**src/rtl/cmdout_scheduler_if.sv**
```systemverilog
// MemoryPort32: single-port 64-bit memory bus with per-byte write enables.
// Reads have one cycle of latency; the write and the read of the same cycle both use addr.
interface MemoryPort32;
   logic        en;
   logic [7:0]  wr;
   logic [31:0] addr;
   logic [63:0] din;
   logic [63:0] dout;

   modport master (output en, output wr, output addr, output din, input dout);
   modport slave  (input en, input wr, input addr, input din, output dout);
endinterface

```
**src/rtl/cmdout_scheduler.sv**
```systemverilog
// cmdout_scheduler: round-robin drain engine for the per-accelerator cmd-out queues.
// Optional macro CMDOUT_BURST_EN: drain up to MAX_BURST entries per accelerator visit.
//
// state     | meaning
// SCAN      | select acc; issue header read when its mask bit is set
// CHECK_HDR | header on dout; issue task-id read when header is valid
// READ_TID  | task id on dout; latch record and raise out_valid
// OUTPUT    | record presented, waiting for out_ready
// CLEAR     | write 0 to header valid byte, advance slot pointer
module cmdout_scheduler #(
   parameter  int NUM_ACCS  = 16,
   parameter  int MAX_BURST = 4,
   localparam int ACC_BITS  = (NUM_ACCS > 1) ? $clog2(NUM_ACCS) : 1
) (
   input  logic                clk,
   input  logic                rstn,
   input  logic [NUM_ACCS-1:0] acc_mask,
   MemoryPort32.master         cmdoutPort,
   output logic                out_valid,
   input  logic                out_ready,
   output logic [63:0]         out_tid,
   output logic [ACC_BITS-1:0] out_acc,
   output logic [31:0]         cmd_count
);

   typedef enum logic [2:0] {
      SCAN      = 3'd0,
      CHECK_HDR = 3'd1,
      READ_TID  = 3'd2,
      OUTPUT    = 3'd3,
      CLEAR     = 3'd4
   } state_t;

   state_t              state;
   state_t              state_nxt;
   logic [ACC_BITS-1:0] acc;
   logic [ACC_BITS-1:0] acc_inc;
   logic [5:0]          slot_ptr [NUM_ACCS];
   logic [5:0]          slot_cur;
   logic                acc_en;
   logic                hdr_valid;
   logic                acc_step;
   logic                advance_after_clear;

   assign slot_cur  = slot_ptr[acc];
   assign acc_en    = acc_mask[acc];
   assign hdr_valid = (cmdoutPort.dout[63:56] == 8'h80);
   assign acc_inc   = (acc == ACC_BITS'(NUM_ACCS - 1)) ? '0 : acc + 1'b1;

   assign acc_step = ((state == SCAN) && !acc_en) ||
                     ((state == CHECK_HDR) && !hdr_valid) ||
                     ((state == CLEAR) && advance_after_clear);

`ifdef CMDOUT_BURST_EN
   localparam int BURST_BITS = $clog2(MAX_BURST + 1);

   logic [BURST_BITS-1:0] burst_cnt;

   assign advance_after_clear = ((burst_cnt + 1'b1) == BURST_BITS'(MAX_BURST));

   // Any acc change (mask skip, empty header, burst end) restarts the burst.
   always_ff @(posedge clk or negedge rstn) begin
      if (!rstn) begin
         burst_cnt <= '0;
      end else if (acc_step) begin
         burst_cnt <= '0;
      end else if (state == CLEAR) begin
         burst_cnt <= burst_cnt + 1'b1;
      end
   end
`else
   logic unused_burst_cfg;

   assign unused_burst_cfg    = (MAX_BURST != 0);
   assign advance_after_clear = 1'b1;
`endif

   always_ff @(posedge clk or negedge rstn) begin
      if (!rstn) begin
         state <= SCAN;
      end else begin
         state <= state_nxt;
      end
   end

   always_comb begin
      state_nxt = state;
      case (state)
         SCAN:      if (acc_en) state_nxt = CHECK_HDR;
         CHECK_HDR: state_nxt = hdr_valid ? READ_TID : SCAN;
         READ_TID:  state_nxt = OUTPUT;
         OUTPUT:    if (out_valid && out_ready) state_nxt = CLEAR;
         CLEAR:     state_nxt = SCAN;
         default:   state_nxt = SCAN;
      endcase
   end

   // Header address of (acc, slot) unless the task-id word is being fetched.
   always_comb begin
      cmdoutPort.en                  = 1'b1;
      cmdoutPort.wr                  = 8'h00;
      cmdoutPort.din                 = '0;
      cmdoutPort.addr                = '0;
      cmdoutPort.addr[9 +: ACC_BITS] = acc;
      cmdoutPort.addr[8:3]           = slot_cur;
      if ((state == CHECK_HDR) && hdr_valid) begin
         cmdoutPort.addr[3] = 1'b1;
      end
      if (state == CLEAR) begin
         cmdoutPort.wr = 8'h80;
      end
   end

   always_ff @(posedge clk or negedge rstn) begin
      if (!rstn) begin
         acc       <= '0;
         out_valid <= 1'b0;
         out_tid   <= '0;
         out_acc   <= '0;
         cmd_count <= '0;
         for (int i = 0; i < NUM_ACCS; i++) begin
            slot_ptr[i] <= '0;
         end
      end else begin
         if (acc_step) begin
            acc <= acc_inc;
         end
         case (state)
            READ_TID: begin
               out_tid   <= cmdoutPort.dout;
               out_acc   <= acc;
               out_valid <= 1'b1;
            end
            OUTPUT: begin
               if (out_valid && out_ready) begin
                  out_valid <= 1'b0;
                  cmd_count <= cmd_count + 32'd1;
               end
            end
            CLEAR: begin
               slot_ptr[acc] <= slot_cur + 6'd2;
            end
            default: begin
            end
         endcase
      end
   end

endmodule

```
**src/flat_wrapper.sv**
```systemverilog
// flat-port wrapper written by rule: the top's interface ports become plain ports
module cmdout_scheduler_flat 
#(
   parameter  int NUM_ACCS  = 16,
   parameter  int MAX_BURST = 4,
   localparam int ACC_BITS  = (NUM_ACCS > 1) ? $clog2(NUM_ACCS) : 1
)
  (clk, rstn, acc_mask, out_valid, out_ready, out_tid, out_acc, cmd_count, cmdoutPort_en, cmdoutPort_wr, cmdoutPort_addr, cmdoutPort_din, cmdoutPort_dout);
  MemoryPort32 cmdoutPort_i ();
  input  logic clk;
  input  logic rstn;
  input  logic [NUM_ACCS-1:0] acc_mask;
  output logic out_valid;
  input  logic out_ready;
  output logic [63:0] out_tid;
  output logic [ACC_BITS-1:0] out_acc;
  output logic [31:0] cmd_count;
  output wire logic [$bits(cmdoutPort_i.en)-1:0] cmdoutPort_en;
  output wire logic [$bits(cmdoutPort_i.wr)-1:0] cmdoutPort_wr;
  output wire logic [$bits(cmdoutPort_i.addr)-1:0] cmdoutPort_addr;
  output wire logic [$bits(cmdoutPort_i.din)-1:0] cmdoutPort_din;
  input wire logic [$bits(cmdoutPort_i.dout)-1:0] cmdoutPort_dout;
  assign cmdoutPort_en = cmdoutPort_i.en;
  assign cmdoutPort_wr = cmdoutPort_i.wr;
  assign cmdoutPort_addr = cmdoutPort_i.addr;
  assign cmdoutPort_din = cmdoutPort_i.din;
  assign cmdoutPort_i.dout = cmdoutPort_dout;
  cmdout_scheduler #(.NUM_ACCS(NUM_ACCS), .MAX_BURST(MAX_BURST)) u_core (.clk(clk), .rstn(rstn), .acc_mask(acc_mask), .cmdoutPort(cmdoutPort_i), .out_valid(out_valid), .out_ready(out_ready), .out_tid(out_tid), .out_acc(out_acc), .cmd_count(cmd_count));
endmodule
```
**config.mk**
```make
export PLATFORM = sky130hd
export DESIGN_NAME = cmdout_scheduler_flat
export DESIGN_NICKNAME = d
export VERILOG_FILES = /design/src/rtl/cmdout_scheduler_if.sv /design/src/rtl/cmdout_scheduler.sv /design/src/flat_wrapper.sv
export SDC_FILE = /design/constraint.sdc
export NUM_CORES = 1
export LEC_CHECK = 0
export CORE_MARGIN = 8
export CORE_UTILIZATION = 40
export DETAILED_ROUTE_END_ITERATION = 16
export PLACE_DENSITY = 0.7
export SYNTH_ARGS = -nofsm -noshare
export SYNTH_HDL_FRONTEND = slang
export SYNTH_SLANG_ARGS = --single-unit
export TNS_END_PERCENT = 100
```
**constraint.sdc**
```tcl
create_clock -name clk -period 4.8 [get_ports clk]
set_input_delay 0.96 -clock clk [delete_from_list [all_inputs] [get_ports clk]]
set_output_delay 0.96 -clock clk [all_outputs]
set_load 0.05 [all_outputs]
```
Word-level counts from Yosys, hierarchy flattened
Index checks and enable logic that the tools add are counted.
- register bits after elaboration: 204
- latch bits: 0
- bits in writable memories: 0
- ROM bits: 0
- input port bits: 83
- output and inout port bits: 206
- logic and storage cells: 68
- memories: 0
- add/sub/neg operators: 3
- $mul: 0
- div/mod/pow operators: 0
- magnitude comparators: 3
- equal/unequal tests: 8
- shift operators: 0
- muxes and demuxes: 17
- bitwise gates (word level): 1
- reductions and logical operators: 14
- operators with widths (cell ; number):
    bitwise mux 96 bit ; 1
    adder 32 x 1 -> 32 bit, second input constant ; 1
    binary-select mux 6 bit (select 4 bit) ; 1
    demux 6 bit (select 4 bit) ; 1
    2-to-1 mux 6 bit ; 3
    case mux 3 bit (4 select lines) ; 1
    equality test 8 bit, second input constant ; 1
    2-to-1 mux 8 bit ; 1
    adder 6 x 2 -> 6 bit, second input constant ; 1
    equality test 3 x 2 -> 1 bit, second input constant ; 2
    2-to-1 mux 3 bit ; 2
    AND reduction 2 bit ; 3
    >= comparator 5 bit, second input constant ; 1
    logical AND 1 bit ; 5
    < comparator 4 x 5 -> 1 bit, second input constant ; 1
    < comparator 5 x 1 -> 1 bit, second input constant ; 1
    inverter 4 -> 5 bit ; 1
    adder 4 x 1 -> 4 bit, second input constant ; 1
    binary-select mux 1 bit (select 4 bit) ; 1
    equality test 4 bit, second input constant ; 1
    2-to-1 mux 4 bit ; 1
    inequality test 2 x 1 -> 1 bit, second input constant ; 2
    equality test 3 x 1 -> 1 bit, second input constant ; 1
    equality test 3 bit, second input constant ; 1
    other kinds (7) ; 11

Longest topological paths before layout
Gate-level depths: netlist of run 1.
- depth after elaboration: 6
- mapped depth: 10
- depth with buffers taken out: 7

Worst setup path after synthesis of run 1
Ideal clock, no wire load.
- kind: reg-to-output
- from: register u_core.acc[1]
- to: output port cmdoutPort_addr[3]
- data arrival time: 2781 ps
- setup slack: 1059 ps
- cell stages (with the launch flop): 8
- buffers on the path: 4
- cell sequence: dfrtp_1 buf_2 buf_2 buf_2 mux4_2 mux4_2 clkbuf_1 or2_1
- cells in the longest elaborated chain, start to end: 5
- ends and longest elaborated chain (item ; line ; text):
    start: declaration ; cmdout_scheduler.sv:36 ; logic [ACC_BITS-1:0] acc;
    start signal: assignment ; cmdout_scheduler.sv:126 ; acc <= acc_inc;
    inverter 4 -> 5 bit (not written as such) ; cmdout_scheduler.sv:45 ; assign slot_cur = slot_ptr[acc];
    binary-select mux 6 bit (select 4 bit) ; cmdout_scheduler.sv:45 ;
    2-to-1 mux 6 bit (not written as such) (2 in series) ; cmdout_scheduler.sv:45 ;
    2-to-1 mux 1 bit ; cmdout_scheduler.sv:106 ; if ((state == CHECK_HDR) && hdr_valid) begin
    end: declaration ; flat_wrapper.sv:20 ; output wire logic [$bits(cmdoutPort_i.addr)-1:0] cmdoutPort_addr;
Every way passes these cells. The select of a mux whose other input is x is not followed.

Worst setup path after layout of run 1
Same ends and word-level chain as after synthesis.

==> results of run 1 <==
logic make-up (layout without fill, tap and decap cells):
kind of cell,Yosys count,count (layout),synth area share
AOI/OAI and AO/OA,87,87,0.05749
xor gates and xnor gates,35,35,0.03546
adders and majority gates,6,6,0.007821
buffers and inverters,134,247,0.09568
DFF,204,204,0.5319
muxes,135,135,0.1919
other,2,94,0.0007825
and+or+nand+nor,166,166,0.07900
registers in the layout (all words and copies together) (netlist names):
| register | count |
|---|---|
| u_core.out_tid | 64 |
| u_core.acc | 4 |
| u_core.cmd_count | 32 |
| u_core.out_valid | 1 |
| u_core.slot_ptr | 96 |
| u_core.state | 3 |
| u_core.out_acc | 4 |
worst max path at each step:
| stage | startpoint | endpoint | slack, ns | depth (start not counted) |
|---|---|---|---|---|
| global route | u_core.acc[1] | cmdoutPort_addr[3] | 0.22 | 4 |
| floorplan | u_core.acc[1] | cmdoutPort_addr[3] | 1.06 | 7 |
| global placement | cmdoutPort_dout[57] | cmdoutPort_addr[3] | 0.73 | 6 |
| detailed placement | cmdoutPort_dout[60] | cmdoutPort_addr[3] | 0.76 | 6 |
| CTS | u_core.acc[1] | cmdoutPort_addr[3] | 0.32 | 4 |
| finish | u_core.acc[1] | cmdoutPort_addr[3] | 0.36 | 4 |
metal layers:
metal / routed length [um] / track usage
met1: 9240 / 0.1940
met2: 11460 / 0.2684
met4: 454 / 0.04008
met5: 0 / 0
met3: 2254 / 0.05716
cell usage after synthesis, drive strengths merged, types with 7 or more instances:
library cell | number | area, um2
clkbuf | 18 | 67.56
nand3 | 17 | 95.09
nand2 | 100 | 380.4
nand4 | 7 | 43.79
nor2 | 11 | 41.29
buf | 111 | 832.0
mux4 | 29 | 653.1
dfrtp | 204 | 5105
xnor2 | 24 | 217.7
xor2 | 11 | 122.6
mux2 | 102 | 1149
a22oi | 7 | 52.55
o21ai | 68 | 415.4
metrics by stage:
step                cells  power [mW]    util
global placement     1251       3.631  0.4864
finish               1293       5.396  0.5201
global route         1293       5.636  0.5201
detailed placement   1251       3.644  0.4864
floorplan             861       3.189       -
CTS                  1293       5.466  0.5201
critical path: stages (launching register included):
cell and delay (ns):
dfrtp_1 0.89, mux4_2 0.40, mux4_2 0.66, or2_1 0.29, clkdlybuf4s50_1 0.71
area by class of cell:
class | instances | area share
multi-input cells | 523 | 0.3205
clock buffers | 34 | 0.05875
clock inverters | 8 | 0.006028
flip-flops and latches | 204 | 0.4170
inverters | 5 | 0.001533
well taps | 319 | 0.03259
repair buffers | 200 | 0.1636
power groups by stage:
stage / clock [mW] / combinational, mW / sequential [mW]
floorplan: 0 / 0.736 / 2.45
global placement: 0 / 1.57 / 2.06
detailed placement: 0 / 1.58 / 2.07
CTS: 1.84 / 1.58 / 2.04
global route: 1.92 / 1.65 / 2.06
finish: 1.80 / 1.57 / 2.03
==> flow_summary.yaml, run 1 <==
clock_tree:
  clk_pin_slew_ns: 0.06
  post_cts_buffers: 0
  clk_latency_ns: 0.52
  cts_resized: 0
  cts_htree_levels: 1
  cts_tree: "yes"
  cts.path.max_buffers: 3
  cts_hold_buf: 0
  cts-buffers-inserted: 24
  cts.sinks: 204
  root_buffer: "clkbuf_16"
power:
  leakage_nw: 5.594
  sequentialPowerShare: 0.377
  p_sw_mw: 1.883
  p_sw_frac: 0.3489
  pwr-share-clk: 0.333
  combPwrFrac: 0.290
  p_per_area_mw_per_mm2: 440.7
  peakVddDrop_mv: 0.3185
  p_int_mw: 3.514
placement:
  place_ws_ns: 0.7589
  io_buffers: 194
  place_congestion: 0.7784
  dp_hpwl_um: 17030
  place_area_mm2: 0.01145
cells_and_area:
  area_growth_syn_to_layout_pct: 27.58
  fill_cells: 2029
  fin_area_mm2: 0.01225
  num-nets-final: 1047
  diodes: 0
  final_common_cell: "dfrtp_1"
  multi_input_area_mm2: 0.003925
  drive_gt1_frac: 0.2053
  sequential_cell_area_mm2: 0.005106
  final_cell_mix: "dfrtp_1 (203), clkdlybuf4s50_1 (193), nand2_1 (98), conb_1 (94), mux2_2 (93)"
min_path:
  hold_start: "u_core.cmd_count[31]"
  holdPathStages: 1
  hp-class: "flip-flop to flip-flop"
  min_to: "u_core.cmd_count[31]"
floorplan:
  die-width_um: 170.9
  placementRows: 56
  coreArea_mm2: 0.02354
  die_h_um: 170.9
  start_util: 0.4077
  io_pins: 289
  die_area_mm2: 0.02921
worst_setup_path:
  worstPathArrival_ns: 3.48
  ff2ff_path_depth: 6
  r2r-start: "u_core.acc[1]"
  worst_setup_path_start_kind: "flip-flop"
  reg2reg_to: "u_core.slot_ptr[35]"
  cp-end-kind: "primary output"
  required_ns: 3.84
  path_class: "flip-flop to primary output"
  rrSetupSlack_ns: 1.18
  critical_path_peak_fanout: 20
synth:
  synth.distinct_cells: 47
  synth-seq-area-share: 0.5319
  synthesis.instances: 769
  synth_flop_cell: "dfrtp_1"
  yosysWarnings: 0
  synth.cell_area_mm2: 0.009598
  synth_edf_count: 0
  ys_ff_latch: 204
  syn_area_per_cell_um2: 12.48
  async_flop_share: 1.000
sta:
  finClkSkew_ns: 0.01744
  setup_viol_count_final: 0
  slew-limit-headroom: 0.3228
  fmax_mhz: 225.4
  finalCritPeriodShare: 0.9243
  tightest_slew_ns: 1.016
  hold_slack_ns: 0.4712
  rsz0062_at_grt: "false"
  fin_tns_setup_ns: 0
  period_needed_ns: 4.437
  hold_violations: 0
  maxSlewViolCount: 0
  worst_slack_ns: 0.3633
global_route:
  antenna_found_initial: 0
  grt_max_degree: 128
  grt_pass1_wl_um: 37270
  grt_pass1_vias: 6586
  track_usage: 0.1600
  gr-total-overflow: 0
run_status:
  outcome: "complete, no violations"
route:
  antenna_left: 0
  via_per_inst: 4.777
  wl_per_cell_um: 18.11
  drtIter0Drc: 315
  drc: 0
  vias: 6177
  drtPass1Iterations: 4
  finalWirelength_um: 23410
flow_run:
  drv_cap: 0
Power figures use the tool's default switching activity.
==> run 2, diff against run 1 <==
--- a/config.mk
+++ b/config.mk
@@ -9,6 +9,7 @@
 export CORE_UTILIZATION = 40
 export DETAILED_ROUTE_END_ITERATION = 16
 export PLACE_DENSITY = 0.7
+export SLEW_MARGIN = 10
 export SYNTH_ARGS = -nofsm -noshare
 export SYNTH_HDL_FRONTEND = slang
 export SYNTH_SLANG_ARGS = --single-unit
==> results of run 2 <==
Final layout, timing and power as in run 1 (identical DEF).
==> run 3, diff against run 2 <==
--- a/config.mk
+++ b/config.mk
@@ -5,10 +5,11 @@
 export SDC_FILE = /design/constraint.sdc
 export NUM_CORES = 1
 export LEC_CHECK = 0
+export ABC_AREA = 1
+export CAP_MARGIN = 0
 export CORE_MARGIN = 8
-export CORE_UTILIZATION = 40
+export CORE_UTILIZATION = 35
 export DETAILED_ROUTE_END_ITERATION = 16
-export PLACE_DENSITY = 0.7
 export SLEW_MARGIN = 10
 export SYNTH_ARGS = -nofsm -noshare
 export SYNTH_HDL_FRONTEND = slang
==> run 3 against run 2 <==
  * Cell count up 48%
  * Cell area up 7.9%
  * First-iteration DRC count up 63%
  * Register-to-register slack better by 0.72 ns
  * Clock skew up 0.0086 ns
  * Setup slack better by 0.33 ns
  * Flip-flop and latch count unchanged
  * Hold slack worse by 0.0019 ns
  * Fmax up 8.0%
  * Critical path type unchanged
  * Largest power group is now combinational cells
==> flow_summary.yaml, run 3 <==
global_route:
  grt_max_degree: 122
  track_usage: 0.1645
  grt_pass1_vias: 8771
  grt_pass1_wl_um: 48390
  antenna_found_initial: 4
  gr-total-overflow: 0
synth:
  synth-compound-area-share: 0.05498
  synth_most_common_cell: "nand2_1"
  synth.distinct_cells: 38
  synthMuxAreaShare: 0
  synth_flop_cell: "dfrtp_1"
  synthXorXnorAreaFrac: 0.02838
  synthTopCellsByArea: "dfrtp_1 (48%), nand2_1 (17%), buf_4 (7.4%), o21ai_0 (3.8%), inv_1 (3.7%)"
  synth_simple_gate_area_frac: 0.2832
  yosysWarnings: 0
  yosys-top-cells-count: "nand2_1 (491), dfrtp_1 (204), inv_1 (105)"
  yosys.area.top_type_share: 0.4845
  synth-seq-area-share: 0.4845
  synthesis.instances: 1324
  synthAdderAreaFrac: 0.007125
  yosys.area.top_type: "dfrtp_1"
  synth_edf_count: 0
  ys_ff_latch: 204
  syn_area_per_cell_um2: 7.958
  synth_top_family_by_area: "simple AND/OR/NAND/NOR gates"
  synth.cell_area_mm2: 0.01054
  async_flop_share: 1.000
min_path:
  holdPathStages: 2
  min_to: "u_core.out_tid[2]"
  hp-class: "flip-flop to flip-flop"
  hold_start: "u_core.out_tid[2]"
placement:
  place_congestion: 0.8454
  dp_hpwl_um: 21160
  io_buffers: 194
sta:
  maxSlewViolCount: 0
  finalCritPeriodShare: 0.8558
  fin_tns_setup_ns: 0
  hold_violations: 0
  slew-limit-headroom: 0.3118
  rsz0062_at_grt: "false"
  tightest_slew_ns: 1.032
  setup_viol_count_final: 0
  hold_slack_ns: 0.4693
  finClkSkew_ns: 0.02606
  period_needed_ns: 4.108
  fmax_mhz: 243.4
floorplan:
  coreArea_mm2: 0.02964
  die_area_mm2: 0.03591
  placementRows: 63
  start_util: 0.3555
  die-width_um: 189.5
  io_pins: 289
  die_h_um: 189.5
worst_setup_path:
  ff2ff_path_depth: 15
  worstPathArrival_ns: 3.15
  r2r-start: "u_core.acc[0]"
  rrSetupSlack_ns: 1.90
  required_ns: 3.84
  critical_path_peak_fanout: 57
  reg2reg_to: "u_core.slot_ptr[41]"
  cp-end-kind: "primary output"
  worst_setup_path_start_kind: "flip-flop"
  path_class: "flip-flop to primary output"
route:
  antenna_left: 0
  wl_per_cell_um: 15.52
  vias: 8621
  drtPass1Iterations: 5
  drc: 0
  drtIter0Drc: 512
  finalWirelength_um: 29670
  via_per_inst: 4.509
clock_tree:
  cts_htree_levels: 1
  clk_pin_slew_ns: 0.06
  cts.path.max_buffers: 3
  cts-buffers-inserted: 26
  clk_latency_ns: 0.54
  cts_hold_buf: 0
  cts_tree: "yes"
  cts_resized: 0
  cts.sinks: 204
  post_cts_buffers: 0
  root_buffer: "clkbuf_16"
cells_and_area:
  diodes: 0
  regMostFlops: "u_core.slot_ptr"
  final_cell_mix: "nand2_1 (491), dfrtp_1 (203), clkdlybuf4s50_1 (192), inv_1 (104), nor2_1 (95)"
  largest_register_ffs: 96
  multi_input_area_mm2: 0.004298
  final_core_util: 0.4457
  largestRegisters: "u_core.slot_ptr (96), u_core.out_tid (64), u_core.cmd_count (32)"
  area_growth_syn_to_layout_pct: 25.38
  num-nets-final: 1594
  sequential_cell_area_mm2: 0.005106
  fill_cells: 3004
  drive_gt1_frac: 0.07096
  final_common_cell: "nand2_1"
run_status:
  outcome: "complete, no violations"
power:
  p_total_mw: 8.596
  p_per_area_mw_per_mm2: 650.7
  leakage_nw: 6.474
  peakVddDrop_mv: 0.4168
flow_run:
  drv_cap: 0
-- run 3: worst max-delay path by stage --
stage          slack, ns                  to           from
2_1_floorplan       1.72  cmdoutPort_addr[3]  u_core.acc[0]
3_3_place_gp        1.33  cmdoutPort_addr[7]  u_core.acc[0]
3_5_place_dp        1.26  cmdoutPort_addr[7]  u_core.acc[0]
4_1_cts             0.67  cmdoutPort_addr[7]  u_core.acc[0]
5_1_grt             0.43  cmdoutPort_addr[7]  u_core.acc[0]
6_report            0.69  cmdoutPort_addr[7]  u_core.acc[0]
-- run 3: layer usage --
metal | up-vias | track usage | part of all wire
li1 | 4256 | - | -
met1 | 4024 | 0.2095 | 0.43
met2 | 283 | 0.2636 | 0.45
met3 | 50 | 0.06236 | 0.10
met4 | 8 | 0.03367 | 0.017
met5 | - | 0 | 0.0013
-- run 3: cell type report --
| class | count | share of cell area |
|---|---|---|
| Tap cell | 390 | 0.03694 |
| Clock buffer | 38 | 0.05797 |
| Clock inverter | 7 | 0.006630 |
| Sequential cell | 204 | 0.3865 |
| Inverter | 119 | 0.03400 |
| Multi-Input combinational cell | 952 | 0.3253 |
| Timing Repair Buffer | 202 | 0.1526 |
-- run 3: metrics by stage --
stage | worst slack (ns) | instance area (um2) | cells
6_report | 0.6922 | 13210 | 1912
2_1_floorplan | 1.721 | 10880 | 1416
3_3_place_gp | 1.325 | 12360 | 1867
3_5_place_dp | 1.265 | 12360 | 1867
4_1_cts | 0.6747 | 13210 | 1912
5_1_grt | 0.4288 | 13210 | 1912
-- run 3: critical path: stages (launching register included) --
cell and delay, ns:
dfrtp_2 0.46, buf_4 0.55, nor2_1 0.12, nor2_1 0.10, o21ai_0 0.10, nand2_1 0.09, nand2_1 0.05, nand2_1 0.09
inv_2 0.04, nand2_2 0.15, clkdlybuf4s50_1 0.83
-- run 3: kinds of logic (layout without fill, tap and decap cells) --
kind of cell	after synthesis	after routing
buf+inv	260	366
simple gates	707	707
compound gates	113	113
other cells	2	94
xor+xnor	32	32
fa+ha+maj	6	6
flops	204	204
-- run 3: report_power, final --
part,total (mW),leakage [nW],switching [mW],internal (mW)
Combinational,4.34,3.39,3.12,1.21
Sequential,2.34,2.67,0.236,2.10
Clock,1.92,0.418,0.764,1.16
Total,8.60,6.47,4.12,4.47
